<file path="src/rtl/pong_game_controller.sv">
// pong_game_controller
//   Top-level sequencing FSM for the pong display. It tracks the game phase,
//   the balls in reserve, a two-digit BCD score and an inter-phase delay
//   timer. It feeds the text generator and freezes the graphics between
//   phases.
//
// Ports
//   clk        system/pixel clock, rising edge
//   reset      asynchronous, active-high reset
//   btn[1:0]   debounced paddle buttons; pressed when nonzero
//   refr_tick  one-cycle pulse per video frame
//   hit        one-cycle pulse when the ball hits the paddle
//   miss       one-cycle pulse when the ball passes the paddle
//   ball[1:0]  balls remaining in reserve
//   dig1[3:0]  score tens digit (BCD)
//   dig0[3:0]  score units digit (BCD)
//   text_en    region enables {score, logo, rule, over}
//   gra_still  1 freezes the ball/paddle graphics
//   timer_up   delay timer is at 0
module pong_game_controller #(
  parameter int BALLS      = 3,
  parameter int TIMER_LOAD = 127
) (
  input  logic       clk,
  input  logic       reset,
  input  logic [1:0] btn,
  input  logic       refr_tick,
  input  logic       hit,
  input  logic       miss,
  output logic [1:0] ball,
  output logic [3:0] dig1,
  output logic [3:0] dig0,
  output logic [3:0] text_en,
  output logic       gra_still,
  output logic       timer_up
);

  typedef enum logic [1:0] {
    NEWGAME = 2'd0,
    PLAY    = 2'd1,
    NEWBALL = 2'd2,
    OVER    = 2'd3
  } state_t;

  localparam logic [1:0] BALLS_INIT = 2'(BALLS);
  localparam logic [6:0] TIMER_INIT = 7'(TIMER_LOAD);

  state_t     state;
  logic [6:0] timer;
  logic       pressed;
  logic       score_inc;
  logic       timer_load;

  assign pressed    = (btn != 2'b00);
  assign score_inc  = (state == PLAY) && hit;
  assign timer_load = (state == PLAY) && miss;
  assign timer_up   = (timer == '0);

  // Phase sequencing and ball reserve
  always_ff @(posedge clk or posedge reset) begin
    if (reset) begin
      state <= NEWGAME;
      ball  <= BALLS_INIT;
    end else begin
      unique case (state)
        NEWGAME: begin
          if (pressed) begin
            state <= PLAY;
            ball  <= BALLS_INIT - 2'd1;
          end else begin
            ball  <= BALLS_INIT;
          end
        end
        PLAY: begin
          if (miss) begin
            if (ball == '0) begin
              state <= OVER;
            end else begin
              state <= NEWBALL;
              ball  <= ball - 2'd1;
            end
          end
        end
        NEWBALL: begin
          if (timer_up && pressed) state <= PLAY;
        end
        OVER: begin
          if (timer_up) state <= NEWGAME;
        end
        default: state <= NEWGAME;
      endcase
    end
  end

  // Two-digit BCD score, wrapping 99 -> 00
  always_ff @(posedge clk or posedge reset) begin
    if (reset) begin
      dig1 <= '0;
      dig0 <= '0;
    end else if (state == NEWGAME) begin
      dig1 <= '0;
      dig0 <= '0;
    end else if (score_inc) begin
      if (dig0 == 4'd9) begin
        dig0 <= '0;
        dig1 <= (dig1 == 4'd9) ? 4'd0 : dig1 + 4'd1;
      end else begin
        dig0 <= dig0 + 4'd1;
      end
    end
  end

  // Delay timer: a load beats a coincident refr_tick decrement
  always_ff @(posedge clk or posedge reset) begin
    if (reset) begin
      timer <= '0;
    end else if (timer_load) begin
      timer <= TIMER_INIT;
    end else if (refr_tick && (timer != '0)) begin
      timer <= timer - 7'd1;
    end
  end

  // Moore decode from the state register
  always_comb begin
    text_en   = 4'b1110;
    gra_still = 1'b1;
    unique case (state)
      NEWGAME: begin text_en = 4'b1110; gra_still = 1'b1; end
      PLAY:    begin text_en = 4'b1100; gra_still = 1'b0; end
      NEWBALL: begin text_en = 4'b1100; gra_still = 1'b1; end
      OVER:    begin text_en = 4'b1101; gra_still = 1'b1; end
      default: begin text_en = 4'b1110; gra_still = 1'b1; end
    endcase
  end

endmodule

</file>
<file path="config.mk">
export PLATFORM = sky130hd
export DESIGN_NAME = pong_game_controller
export DESIGN_NICKNAME = d
export VERILOG_FILES = /design/src/rtl/pong_game_controller.sv
export SDC_FILE = /design/constraint.sdc
export NUM_CORES = 1
export LEC_CHECK = 0
export BUFFER_PORTS_ARGS = -buffer_cell sky130_fd_sc_hd__buf_2
export CORE_MARGIN = 2
export CORE_UTILIZATION = 40
export CTS_CLUSTER_DIAMETER = 40
export CTS_CLUSTER_SIZE = 20
export DETAILED_ROUTE_END_ITERATION = 6
export SLEW_MARGIN = 10
export SYNTH_ARGS = -nofsm -noshare
export SYNTH_HDL_FRONTEND = slang
export SYNTH_SLANG_ARGS = --single-unit
</file>
<file path="constraint.sdc">
create_clock -name clk -period 4.35 [get_ports clk]
set_input_delay 0.2175 -clock clk [delete_from_list [all_inputs] [get_ports clk]]
set_output_delay 0.2175 -clock clk [all_outputs]
set_load 0.02 [all_outputs]
</file>
==> run summary <==
Mean post-synth cell area = 9.24 µm²
Antenna violation net count after detailed routing = 0
EDFF count, synth = 0
Cts bufs inserted = 3
Rel. slew slack = 50.0%
Util after Layout = 47.1%
Post-synth ARST share = 100%
Layout Cells excl Fill = 176
Clk sinks = 19
IO Pins = 23
Ant diodes = 0
Synth warn = 0
Worst hold slack = 0.0266 ns
Clk_lat worst skew = 0.30 ns
FILL cells = 280
Cell Area, Synth = 1170 µm²
Ranking of synthesized cells by area = dfrtp_1 36%, ha_1 6.4%, dfstp_2 4.5%, nand2_1 3.8%, o31ai_1 3.8%
Compound-Gate Fraction of Synth Area = 18.9%
Starting Density = 42.2%
Fmax = 500 MHz
Post-Synth Adder-Cell Area = 6.40%
Final Setup Violations = 0
Post-Route Setup TNS = 0 ns
Final wirelength = 2370 µm
Cell row count = 19
Area Overhead vs Synth = 11.5%
Global-route wire length before repair = 4050 µm
Final Hold Vio Count = 0
CTS Hold Bufs = 0
Netlist cell types = 45
Final period util = 46.0%
Synth Area in Simple Gates = 24.3%
Largest area contributor in the synthesized netlist = dfrtp_1
Post_cts resized = 0
Maximum vdd ir drop = 0.000358 V
Pin count of the biggest net entering global routing = 21
Clk buf depth = 2
Slew @ Worst Pin = 0.748 ns
Data arrival, critical path = 1.78 ns
Post-CTS setup buffer count = 0
Main synth FF type = dfrtp_1
Port Buf Inserts = 20
CTS H-tree depth = 1
CTS tree = built
Pwr Total = 841 µW
Max Slew Vio Count = 0
Share of cells above drive strength 1 = 22.1%
Chip Height = 58.2 µm
Hpwl dp = 1750 µm
Nature of the critical path endpoint = primary output
Vias in the first global route = 984
Mux cell area share after synthesis = 3.62%
Placeable Area = 2780 µm²
Combinational family with the most area after synthesis = simple AND/OR/NAND/NOR gates
Die width = 58.2 µm
Grt total ovfl = 0
Pwr dens = 642 nW/µm²
DR vias = 1000
Req. time, crit path = 4.13 ns
Initial antenna violation count = 0
Total global-route track usage = 15.1%
Root Buffer = clkbuf_4
RSZ-0062 raised after global routing = false
Hold WC Path Type = in2async
Critical Path Start Type = flop
Status = complete, no violations
Clock-pin slew on the worst setup and hold paths = 0.12 ns
Total Nets Final = 159
CP Max Fanout = 7
WS Path Type = reg2out
Routed len/inst = 13.5 µm
Die area = 3380 µm²
XOR/XNOR share of the synthesized area = 0%
Setup Skew = 0.00891 ns
DRT iter0 DRCs = 23
DR vias/cell = 5.68
Post-synthesis sequential area ratio = 40.7%
Synth Register Bits = 19
Placer Congestion = 0.779
Placed insts = 172
Top cell type's share of synthesized area = 36.2%
First-pass DRT Iterations = 4
Minimum clock period = 2.00 ns
Max-cap violations = 0
Residual DRC = 0
Cell count after synthesis = 127
Leak pwr = 0.000576 µW
==> cell families (layout without fill, tap and decap cells) <==
logic type                 Yosys count  count (layout)
buffers and inverters               16              33
and+or+nand+nor                     50              50
AOI/OAI and AO/OA                   31              31
muxes                                4               4
adders and majority gates            6               6
DFF                                 19              19
other                                1               2
==> synthesized netlist by cell type (all sizes together), types with 3 or more instances <==
library cell and instances:
nand3 5, o31ai 6, nor3 5, o21ai 6, nand2 12, nor2b 3, inv 9, nor2 7
dfrtp 17, ha 6, clkbuf 5, a21oi 4
==> flip-flops by register name (all words and copies together), names as in the netlist <==
signal and flops:
ball 2, dig0 4, dig1 4, state 2
timer 7
==> area by class of cell <==
| class | instances | area [µm²] | area share, % |
|---|---|---|---|
| repair buffers | 20 | 100 | 7.65 |
| multi-input cells | 93 | 632 | 48.3 |
| clock buffers | 4 | 26.3 | 2.01 |
| flip-flops and latches | 19 | 478 | 36.5 |
| inverters | 9 | 33.8 | 2.58 |
| well taps | 31 | 38.8 | 2.96 |
==> layer usage <==
metal	share of wire [%]	vias to the layer above	GRT usage, %
met4	1.7	0	3.99
met2	49	26	27.8
met1	45	475	18.4
met3	4.7	4	2.01
li1	-	495	-
met5	0	-	0
==> final timing paths <==
path                               start       end  slack [ns]  depth (start not counted)
min in group clk                     hit   dig0[1]        0.23                          3
worst min-delay path               reset   dig0[0]        0.03                          2
max in group asynchronous          reset  state[1]        3.85                          2
worst max register to register   ball[0]  state[0]        2.67                          4
worst min register to register   ball[0]   ball[0]        0.55                          2
worst max-delay path            timer[3]  timer_up        2.35                          3
==> report_power, final <==
part | internal [µW] | total, µW | switching [µW] | leakage [µW]
clock network | 35.7 | 94.4 | 58.8 | 0.0000150
logic | 172 | 374 | 203 | 0.000344
registers | 255 | 372 | 117 | 0.000217
==> critical path: stages, from the launching register on <==
cell	delay, ns
dfrtp_1	0.46
or4_4	0.56
nor2_1	0.25
buf_2	0.22
==> metrics by stage <==
stage,worst slack (ns),cell area [µm²]
final,2.35,1310
after global routing,2.26,1310
after CTS,2.33,1310
after detailed placement,2.68,1280
after global placement,2.73,1280
after floorplan,2.66,1180
==> cell usage in the layout, fill, tap and decap left out, drive strengths merged, types with 3 or more instances in the layout <==
master	count
nor2	7
nand2	12
nand3	5
dfrtp	17
nor2b	3
inv	9
clkbuf	4
a21oi	4
buf	20
o31ai	6
o21ai	6
ha	6
nor3	5
(Power assumes the default switching activity.)
